`src/rtl/alu_mul_seq.sv`:
```
// Unsigned 8x8 shift-and-add multiply sequencer that borrows the CPU ALU for its
// add and shift steps and hands a 16-bit product back through a start/busy/done handshake.
module alu_mul_seq (
  input  logic        clk,
  input  logic        reset_n,
  input  logic        start,
  input  logic [7:0]  mcand,
  input  logic [7:0]  mplier,
  output logic        busy,
  output logic        done,
  output logic [15:0] product,
  output logic [7:0]  alu_x,
  output logic [7:0]  alu_t,
  output logic        alu_cy,
  output logic [4:0]  alu_op,
  input  logic [7:0]  alu_result,
  input  logic [2:0]  alu_flag
);

  localparam logic [4:0]  OP_ZERO   = 5'b00000;
  localparam logic [4:0]  OP_ADD    = 5'b01000;
  localparam logic [4:0]  OP_SRL    = 5'b11000;
  localparam int unsigned CARRY_BIT = 0;

  typedef enum logic [2:0] {
    StIdle,
    StEval,
    StAdd,
    StShift,
    StDone
  } state_e;

  state_e      state_q, state_d;
  logic [7:0]  acc_q, acc_d;
  logic [7:0]  mq_q, mq_d;
  logic [7:0]  md_q, md_d;
  logic        c_q, c_d;
  logic [3:0]  cnt_q, cnt_d;
  logic [15:0] product_q, product_d;

  // Only the carry flag matters; the other flag bits are deliberately ignored.
  logic unused_flag;
  assign unused_flag = ^alu_flag;

  always_ff @(posedge clk or negedge reset_n) begin
    if (!reset_n) begin
      state_q   <= StIdle;
      acc_q     <= 8'h00;
      mq_q      <= 8'h00;
      md_q      <= 8'h00;
      c_q       <= 1'b0;
      cnt_q     <= 4'd0;
      product_q <= 16'h0000;
    end else begin
      state_q   <= state_d;
      acc_q     <= acc_d;
      mq_q      <= mq_d;
      md_q      <= md_d;
      c_q       <= c_d;
      cnt_q     <= cnt_d;
      product_q <= product_d;
    end
  end

  always_comb begin
    state_d   = state_q;
    acc_d     = acc_q;
    mq_d      = mq_q;
    md_d      = md_q;
    c_d       = c_q;
    cnt_d     = cnt_q;
    product_d = product_q;

    unique case (state_q)
      StIdle: begin
        if (start) begin
          md_d    = mcand;
          mq_d    = mplier;
          acc_d   = 8'h00;
          c_d     = 1'b0;
          cnt_d   = 4'd8;
          state_d = StEval;
        end
      end
      StEval: begin
        c_d     = 1'b0;
        state_d = mq_q[0] ? StAdd : StShift;
      end
      StAdd: begin
        acc_d   = alu_result;
        c_d     = alu_flag[CARRY_BIT];
        state_d = StShift;
      end
      StShift: begin
        // {c, acc, mq} shifts right as one 17-bit partial product.
        acc_d = alu_result;
        mq_d  = {acc_q[0], mq_q[7:1]};
        cnt_d = cnt_q - 4'd1;
        if (cnt_q == 4'd1) begin
          product_d = {alu_result, acc_q[0], mq_q[7:1]};
          state_d   = StDone;
        end else begin
          state_d = StEval;
        end
      end
      StDone: begin
        state_d = StIdle;
      end
      default: begin
        state_d = StIdle;
      end
    endcase
  end

  always_comb begin
    alu_x  = acc_q;
    alu_t  = md_q;
    alu_cy = 1'b0;
    alu_op = OP_ZERO;
    unique case (state_q)
      StAdd: begin
        alu_op = OP_ADD;
      end
      StShift: begin
        alu_op = OP_SRL;
        alu_cy = c_q;
      end
      default: begin
        alu_op = OP_ZERO;
      end
    endcase
  end

  assign busy    = (state_q != StIdle);
  assign done    = (state_q == StDone);
  assign product = product_q;

endmodule

```
`config.mk`:
```
export PLATFORM = sky130hd
export DESIGN_NAME = alu_mul_seq
export DESIGN_NICKNAME = d
export VERILOG_FILES = /design/src/rtl/alu_mul_seq.sv
export SDC_FILE = /design/constraint.sdc
export NUM_CORES = 1
export LEC_CHECK = 0
export CORE_AREA = 4 4 79 81
export CTS_CLUSTER_DIAMETER = 30
export DETAILED_ROUTE_END_ITERATION = 16
export DIE_AREA = 0 0 83 85
export PLACE_DENSITY = 0.69
export SYNTH_ARGS = -nofsm -noshare
export SYNTH_HDL_FRONTEND = slang
export SYNTH_SLANG_ARGS = --single-unit
```
`constraint.sdc`:
```
create_clock -name clk -period 3.5 [get_ports clk]
set_input_delay 0.7 -clock clk [delete_from_list [all_inputs] [get_ports clk]]
set_output_delay 0.7 -clock clk [all_outputs]
set_load 0.005 [all_outputs]
```
Yosys cells after proc, flatten, opt, wreduce, memory -nomap -nowiden
Index checks and enable logic that the tools add are counted. W data, S select, Z words.

$mul: 0. Shift-type cells: 0. Bitwise operators: 0. Multiplexer cells: 14. Order comparisons: 0. $add $sub $neg: 1. Equality and inequality tests: 6. Div/mod/pow operators: 0. Reduce and logical (&&, ||, !) cells: 11.

Operators with widths (number): $pmux W8 S2 (2); $mux W8 (2); $pmux W3 S4 (1); $pmux W5 S2 (1); $reduce_and A2 Y1 (5); $pmux W4 S2 (1); $eq A3 B2 Y1 const B (2); $mux W3 (2); $reduce_bool A3 Y1 (2); $eq A4 B1 Y1 const B (1); $mux W4 (1); $reduce_bool A2 Y1 (2); $sub A4 B1 Y4 const B (1); $eq A3 B1 Y1 const B (1); $eq A3 B3 Y1 const B (1); $logic_not A3 Y1 (1); $mux W1 (3); $pmux W1 S3 (1); $ne A2 B2 Y1 const B (1); $reduce_or A2 Y1 (1).

Latch bits: 0. Output and inout port bits: 40. Bits in writable memories: 0. Memories: 0. Input bits: 30. Memory bits (read-only): 0. Word-level logic and storage cells: 39. Register bits after elaboration: 48.

Logic depth before layout (Yosys ltp)
Gate-level depths: netlist of run 1.

Depth in word-level cells: 4. Depth in mapped cells: 7. Depth with buffers taken out: 5.

Worst setup path after synthesis of run 1
OpenSTA, ideal clock, no wires.

Kind: reg-to-output. From: reg state_q[2]. To: out alu_cy. Stages on the path, launching flop included: 7. Required time: 2.800 ns. Path slack: 1.651 ns. Arrival: 1.149 ns. Path buffers: 3. Cells stage by stage: dfrtp_1 > buf_6 > nand2b_4 > buf_6 > inv_2 > buf_2 > and3_1.

Cells in the longest elaborated chain, start to end: 2.

RTL lines: start: declaration (line 33) `state_e state_q, state_d;`; start signal: assignment (line 47) `state_q <= StIdle;`; start signal: assignment (line 55) `state_q <= state_d;`; $eq A3 B2 Y1 (line 120) `unique case (state_q)`; $mux W1 (line 120); end: declaration (line 14) `output logic alu_cy,`.

Every way passes these cells.

Worst setup path in the final report of run 1
From: reg state_q[1]. To: out alu_cy.

Same word-level chain as after synthesis.

==> metrics list, run 1 <==
- Result of the run: finished, final reports clean
* Final setup fails: 0
- Count of port buffers added during placement: 64
- Reg power frac: 0.415
* Clock buffers created by TritonCTS: 5
- After detailed routing, the number of vias per cell comes to between 4 and 5.
- The tool flagged a number of max-cap violations equal to 0.
- In the global route stage, met3 resource usage came out at 0.04466.
- In this run, post-CTS hold repair placed 0 buffers.
- Post-layout instance area: 2883 µm²
* Wire length of the first global-routing pass: approximately 7.5 mm
* Overflow left after global routing: 0
- Netlist cell types: 31
* Die outline area: 7055 µm²
* Synthesis-stage register bit count: 48
- Worst rel slew slack: 0.2944
* Count of flip-flops with a built-in enable after synthesis: 0
- The first TritonRoute pass finished after 4 iterations.
* Synthesized netlist cell count: 173
- In this run the most critical hold path is launched from alu_t[3].
* Arrival time at the worst endpoint: approximately 2.0 ns
- Data required time of the worst path: 2.80 ns
* Class of the tightest hold or removal check: reg -> reg
- Counting cells, the worst reg-to-reg path comes to 4.
* Start of the worst register-to-register path: state_q[1]
- Part of the total power dissipated in the clock network: 0.135
- Highest fanout seen on the critical path: 11
- Most heavily used metal layer in global routing: met2
* Number of nets in the layout: 267
* Routability-driven placement congestion ratio: about 0.68
- The worst setup path is launched from a register.
- CTS H-Tree Depth: 2
- Initial standard-cell utilization of the core: 0.3939
- In this run the standard cell core region covers about 5500 µm².
- Post-CTS repair changed the size of 0 cells.
* Cell with the most instances after synthesis: sky130_fd_sc_hd__dfrtp_1
- DP Area: 2789 µm²
* Global routing met1 resource utilization: 0.1673
* Share of synthesized registers carrying an async set or reset: 1.000
* Remaining number of nets flagged by the antenna check after routing: 0
- Pin placement for this block handled 70 I/O pins.
* Synth area leaders: sky130_fd_sc_hd__dfrtp_1 (56%), sky130_fd_sc_hd__mux2_2 (7.8%), sky130_fd_sc_hd__mux2_4 (6.3%), sky130_fd_sc_hd__mux2i_1 (4.2%), sky130_fd_sc_hd__o21ai_0 (3.3%)
- Across the whole layout, storage elements account for 1201 µm².
* Via count: 1458
- The total count of hold-check failures in the final report is 0.
- Cell taking the most area after synthesis: sky130_fd_sc_hd__dfrtp_1
- After legalization and detailed placement, the total HPWL measured 2.955 mm.
* Post-Route Utilization: 0.5267
* Total count of max-transition violations in the final report: 0
- Layout fillers: between 500 and 600
- Synth-to-Final Area Change: 33.72%
* Switching Power: approximately 0.79 mW
- RSZ-0062 raised after global routing: false
- Row generation in the floorplan step produced 27 rows.
- Master cell of the clock root buffer: sky130_fd_sc_hd__clkbuf_8
* Synth Flop Type: sky130_fd_sc_hd__dfrtp_1
- Combined area of all synthesized cells: 2156 µm²
- Leakage power summed over all cells: 1.250 nW
- For the worst-skew pair, the clock arrives at the later sink with an insertion delay of 0.29 ns.
* Horizontal extent of the die: 83 µm
- Sink count of the clock tree: 48
- Of the post-synthesis cell area, the dominant cell type holds 0.5572.
- The worst setup path is captured at a primary output.
* Clock Skews: 0.007501 ns
* Fraction of final layout cells sized beyond drive strength 1: 0.1695
- Of the synthesized area, sequential elements account for 0.5572.
- The design draws 2.486 mW.
- # DRC: 0
- Of the total power, the share spent switching nets is 0.3163.
- Measured slew at the worst slew-check pin: around 1.1 ns
* Synthesized area per cell: 12.46 µm²
- Worst supply voltage drop on vdd: 0.0004018 V
- Clock tree from TritonCTS: yes
- Die Height: 85 µm
- In the final layout, the multi-input gates occupy 817.0 µm².
* Pin count of the biggest net entering global routing: 49
* Number of global-route vias before repair: ~1500
* Most frequent cells after synthesis: sky130_fd_sc_hd__dfrtp_1 (48), sky130_fd_sc_hd__nand2_1 (16), sky130_fd_sc_hd__mux2_2 (15)
* Critical register-to-register path endpoint: product[14]
- In the global route stage, met2 resource usage came out at 0.2055.
* Setup slack of the worst register-to-register path: ~1.8 ns
- Worst hold slack: 0.5084 ns
- Final wirelength: 4.304 mm
* Number of antenna violations at the first check in global routing: 0
* Global-route usage over all layers: 0.1295
- Setup tns final: 0 ns
- Based on the critical path, the design can be clocked at up to 0.3762 GHz.
* Worst-case hold path end point: alu_t[3]
- Proportion of power drawn by combinational gates: 0.450
* Detail-routed net length per standard cell: 13.97 µm
- In this run the power density over the cells is 862.4 nW/µm².
* Critical path type: reg -> out
- The first routing iteration left 80 violations.
- Worst hold path depth: 1
- Subtracting the final worst setup slack from the clock period gives 2.658 ns.
- Inserted Diodes: 0
- Yosys printed 0 warnings.
- Clock-pin slew was measured on the worst setup and hold paths at 0.08 ns.
* Period utilisation layout: 0.7595
- Total internal power: 1.700 mW
- Max Root-Sink Buffers: 2
- In this run the post-CTS setup repair buffer count came out at 0.
state kept, by name, summed over array words and instances, names as in the netlist:
| name | cells |
|---|---|
| mq_q | 8 |
| state_q | 3 |
| product | 16 |
| c_q | 1 |
| cnt_q | 4 |
| alu_x | 8 |
| alu_t | 8 |
through the flow:
stage	setup slack, ns	std cells
final	0.8416	308
after global routing	0.6788	308
after global placement	1.159	300
after CTS	0.8186	308
after floorplan	1.651	175
after detailed placement	1.154	300
kinds of logic after synthesis:
family	after synthesis	synth area share
DFF	48	0.5572
and+or+nand+nor	42	0.1097
muxes	33	0.1828
AOI/OAI and AO/OA	25	0.06153
buffers and inverters	20	0.06732
adders and majority gates	2	0.01161
xor gates and xnor gates	2	0.008127
other	1	0.001739
worst max-delay path: stages (launching register included):
cell,delay (ns)
sky130_fd_sc_hd__dfrtp_1,0.60
sky130_fd_sc_hd__nand2b_4,0.16
sky130_fd_sc_hd__inv_2,0.23
sky130_fd_sc_hd__and3_1,0.19
sky130_fd_sc_hd__clkdlybuf4s50_1,0.49
per-layer routing:
metal,vias up,part of all wire
met1,710,0.46
met4,0,0.0093
li1,700,-
met2,43,0.46
met5,-,0
met3,5,0.065
worst max path at each step:
stage          startpoint  endpoint  slack (ns)
2_1_floorplan  state_q[2]    alu_cy        1.65
3_3_place_gp   state_q[1]    alu_cy        1.16
3_5_place_dp   state_q[1]    alu_cy        1.15
4_1_cts        state_q[1]    alu_cy        0.82
5_1_grt        state_q[1]    alu_cy        0.68
6_report       state_q[1]    alu_cy        0.84
power by group through the flow:
stage | clock, mW | sequential (mW) | combinational, mW
5_1_grt | 0.385 | 1.07 | 1.24
3_5_place_dp | 0 | 1.04 | 1.14
2_1_floorplan | 0 | 0.995 | 0.647
6_report | 0.336 | 1.03 | 1.12
3_3_place_gp | 0 | 1.03 | 1.12
4_1_cts | 0.356 | 1.04 | 1.14
layout by cell type (no fill, tap or decap):
master                            Yosys  layout
sky130_fd_sc_hd__nand3b_1             3       3
sky130_fd_sc_hd__buf_4                3       3
sky130_fd_sc_hd__nand2b_4             1       1
sky130_fd_sc_hd__nor3_1               3       3
sky130_fd_sc_hd__nor2_1              10      10
sky130_fd_sc_hd__mux2i_1              9       9
sky130_fd_sc_hd__clkdlybuf4s50_1      0      63
sky130_fd_sc_hd__clkinvlp_4           0       1
sky130_fd_sc_hd__xnor2_1              2       2
sky130_fd_sc_hd__mux2_4               9       9
sky130_fd_sc_hd__nor4b_4              1       1
sky130_fd_sc_hd__ha_1                 2       2
sky130_fd_sc_hd__mux2_2              15      15
sky130_fd_sc_hd__nand2_1             16      16
sky130_fd_sc_hd__o21ai_0             14      14
sky130_fd_sc_hd__inv_2                1       1
sky130_fd_sc_hd__clkbuf_1             1       1
sky130_fd_sc_hd__clkbuf_8             0       6
sky130_fd_sc_hd__buf_2                4       1
sky130_fd_sc_hd__dfrtp_1             48      48
sky130_fd_sc_hd__and3_1               1       1
sky130_fd_sc_hd__inv_1                5       5
sky130_fd_sc_hd__nor3b_1              2       2
sky130_fd_sc_hd__a21oi_1              8       8
sky130_fd_sc_hd__nor2b_1              2       2
sky130_fd_sc_hd__conb_1               1       3
sky130_fd_sc_hd__or3_1                1       1
sky130_fd_sc_hd__and4bb_2             1       1
sky130_fd_sc_hd__nand2_4              1       1
sky130_fd_sc_hd__a21o_1               1       1
sky130_fd_sc_hd__a211oi_1             1       1
sky130_fd_sc_hd__a22oi_1              1       1
area by class of cell:
class                      instances  share of cell area
inverter                           6            0.007813
multi-input combinational        107              0.2834
clock buffer                       7             0.02995
tap                               72             0.03125
timing repair buffer              67              0.2283
clock inverter                     1            0.002604
sequential                        48              0.4167
Power figures use the tool's default switching activity.
==> inputs of run 2 (changes only) <==
--- a/config.mk
+++ b/config.mk
@@ -9,7 +9,7 @@
 export CTS_CLUSTER_DIAMETER = 30
 export DETAILED_ROUTE_END_ITERATION = 16
 export DIE_AREA = 0 0 83 85
-export PLACE_DENSITY = 0.69
+export PLACE_DENSITY = 0.72
 export SYNTH_ARGS = -nofsm -noshare
 export SYNTH_HDL_FRONTEND = slang
 export SYNTH_SLANG_ARGS = --single-unit
==> constraint.sdc (replaced) <==
create_clock -name clk -period 2.4 [get_ports clk]
set_input_delay 0.48 -clock clk [delete_from_list [all_inputs] [get_ports clk]]
set_output_delay 0.48 -clock clk [all_outputs]
set_load 0.005 [all_outputs]
==> run 2 against run 1 <==
Non-clock buffer count rose by 3. Global-route usage rose by 0.43 points. Critical path depth did not move. Sequential cell count did not move. Worst hold slack got worse by 0.24 ns. Worst setup slack got worse by 0.73 ns. Power rose by 48%. Count of clock-buffer cells in the layout fell by 1. Die area did not move. First-iteration DRC count fell by 64%. Routed wire length rose by 2.3%.
==> metrics list, run 2 (synthesis gave the netlist of run 1 again) <==
- The run finished with clean final reports.
- Endpoint type of the worst setup path: primary output
- Worst-case reg-to-reg path depth: 4
- Count of port buffers added during placement: 64
* Data required time of the worst path: 1.92 ns
- In the routed design, unresolved DRC markers number 0.
- Subtracting the final worst setup slack from the clock period gives 2.292 ns.
- Switching part of the total: 0.3191
* Number of global-route vias before repair: 1588
- Most used cells in the layout excluding fill and tap cells: sky130_fd_sc_hd__clkdlybuf4s50_1 (63), sky130_fd_sc_hd__dfrtp_1 (47), sky130_fd_sc_hd__nand2_1 (16), sky130_fd_sc_hd__mux2_2 (15), sky130_fd_sc_hd__o21ai_0 (14)
* Clock network latency to the later pin of the worst-skew pair: 0.30 ns
* Max Cap Violations: 0
- In this run the vertical extent of the chip is 85 µm.
* Grt met2 use: 0.2303
* Drt first-iter violations: 29
- CTS H-Tree Depth: 2
- Reg power frac: 0.403
- Final setup fails: 0
- Part of the total power dissipated in the clock network: 0.139
* Total count of max-transition violations in the final report: 0
* RSZ-0062 raised after global routing: false
- Once placement completed, the tool counted placed cells totaling 303.
- Number of logic stages on the critical path including buffering: 4
* Detail-routed net length per standard cell: 14.16 µm
* Clock tree from TritonCTS: yes
- For this design, the sink count on the clock tree is 48.
- Period utilisation layout: 0.9549
- Setup slack of the worst register-to-register path: 0.75 ns
* Max Root-Sink Buffers: 2
- The total count of hold-check failures in the final report came to 0.
- Relative to the synthesized area, the layout overhead comes to 34.94%.
* Sort of element at the start of the critical path: register
- Class of the tightest hold or removal check: in -> async
- Maximum single-stage delay on the critical path: approximately 0.5 ns
- Pin count of the biggest net entering global routing: 49
* Initial standard-cell utilization of the core: 0.3939
* Number of antenna violations at the first check in global routing: 0
* Inserted Diodes: 0
- Summed over all layers, the global routing overflow is 0.
* Proportion of power drawn by combinational gates: 0.459
- Buffering stage count on the worst path with inverters included: 3
- Once detail routing completed, the nets flagged for antenna violations numbered 0.
- Maximum achievable frequency: approximately 0.44 GHz
- Dividing the detail-routed via count by the number of cells gives 4.707.
- Grouping stages by cell kind, the critical path spends the most delay in buffers and inverters.
* Worst supply voltage drop on vdd: 0.0005094 V
- The finished layout holds 311 standard cells, fillers aside.
- Walking the worst path, the cells encountered are nand2b_4 -> inv_2 -> buf_4 -> clkdlybuf4s50_1.
* Horizontal extent of the die: 83 µm
- The setup path with the least slack is of type reg -> out.
* Via count: 1464
- For this run, the total global-route usage over all layers was measured as 0.1338.
- Die outline area: 7055 µm²
- Total internal power: between 2 and 3 mW
- Standard-cell rows: 27
- Detailed placement ended at an HPWL of 3.120 mm.
* Post-Route Utilization: 0.5316
- Most heavily used metal layer in global routing: met2
- Worst path slowest cell: sky130_fd_sc_hd__clkdlybuf4s50_1
- Clock buffers created by TritonCTS: 5
- Wire length of the first global-routing pass: approximately 7.7 mm
- Final wirelength: 4.403 mm
- After clock tree synthesis, the flow added hold-fix buffers numbering 0.
* # IOs: 70
- Worst hold slack: 0.2697 ns
* Place WS: 0.3538 ns
* Fraction of final layout cells sized beyond drive strength 1: 0.1883
- Leakage power summed over all cells: 1.270 nW
- The worst register-to-register path ends at alu_t[4].
* Worst rel slew slack: 0.5923
- Routability-driven placement congestion ratio: 0.6848
- In the post-route analysis, the smallest setup slack over all paths is 0.1082 ns.
- Area of the core region: 5473 µm²
- Number of nets in the layout: 270
- Measured slew at the worst slew-check pin: around 0.6 ns
- GR Layer Usage met3: 0.05340
* Router iterations before antenna repair: 3
- In the global route stage, met1 resource usage came out at 0.1539.
* Switching Power: 1.175 mW
* Start of the worst register-to-register path: state_q[1]
* Most frequent standard cell in the layout excluding fill and tap cells: sky130_fd_sc_hd__clkdlybuf4s50_1
- Power per standard cell area: 1265 nW/µm²
- The register with the most flip-flops in the layout has 16 of them.
- The clock arrives with 0.008319 ns of skew.
* Master cell of the clock root buffer: sky130_fd_sc_hd__clkbuf_8
* Setup tns final: 0 ns
- Of all nets on the critical path, the largest fanout is 9.
* Arrival time at the worst endpoint: 1.81 ns
- Clock-pin slew was measured on the worst setup and hold paths at 0.09 ns.
run 2: cell count changes in the layout (fill, tap and decap cells not counted), sizes merged:
cell / delta
buf: +3
clkbuf: -1
clkinv: +1
clkinvlp: -1
inv: +1
run 2: power by group through the flow:
stage | registers, mW | logic, mW | clock network (mW)
4_1_cts | 1.49 | 1.72 | 0.532
3_5_place_dp | 1.50 | 1.72 | 0
2_1_floorplan | 1.45 | 0.943 | 0
3_3_place_gp | 1.48 | 1.68 | 0
6_report | 1.48 | 1.69 | 0.510
5_1_grt | 1.55 | 1.86 | 0.566
run 2: area by class of cell:
cell class	instances	area (µm²)
Tap cell	72	90.09
Fill cell	496	2564
Inverter	6	22.52
Timing Repair Buffer	70	680.7
Clock inverter	2	13.76
Clock buffer	6	82.58
Sequential cell	48	1202
Multi-Input combinational cell	107	817.0
run 2: how the worst max path moves through the flow:
stage	to	startpoint
after CTS	alu_op[3]	state_q[2]
after floorplan	alu_cy	state_q[2]
final	alu_op[3]	state_q[2]
after global placement	alu_op[3]	state_q[2]
after global routing	alu_op[3]	state_q[2]
after detailed placement	alu_t[6]	start
run 2: metrics by stage:
step | area (µm²) | power [mW]
floorplan | 2163 | 2.394
global placement | 2811 | 3.163
detailed placement | 2811 | 3.219
CTS | 2908 | 3.744
global route | 2909 | 3.975
finish | 2909 | 3.681
run 2: routing by layer:
layer	up-vias	share of wire	routed length (µm)
met5	-	0	0
met4	0	0.011	50
met3	5	0.069	304
met2	40	0.49	2175
met1	715	0.43	1873
li1	704	-	-
run 2: what timing repair did:
item                                    in CTS  in global routing
buffers inserted                             0                  0
endpoints found under the setup margin       0                  2
gates resized for setup                      0                  1
hold endpoints to repair                     0                  0
run 2: worst reg2reg max path: cells and delay by family (launching register included):
family | cells | cell delay, ns
multiplexers | 1 | 0.37
buffers and inverters | 2 | 0.48
AND/OR/NAND/NOR | 1 | 0.29
flip-flops | 1 | 0.41
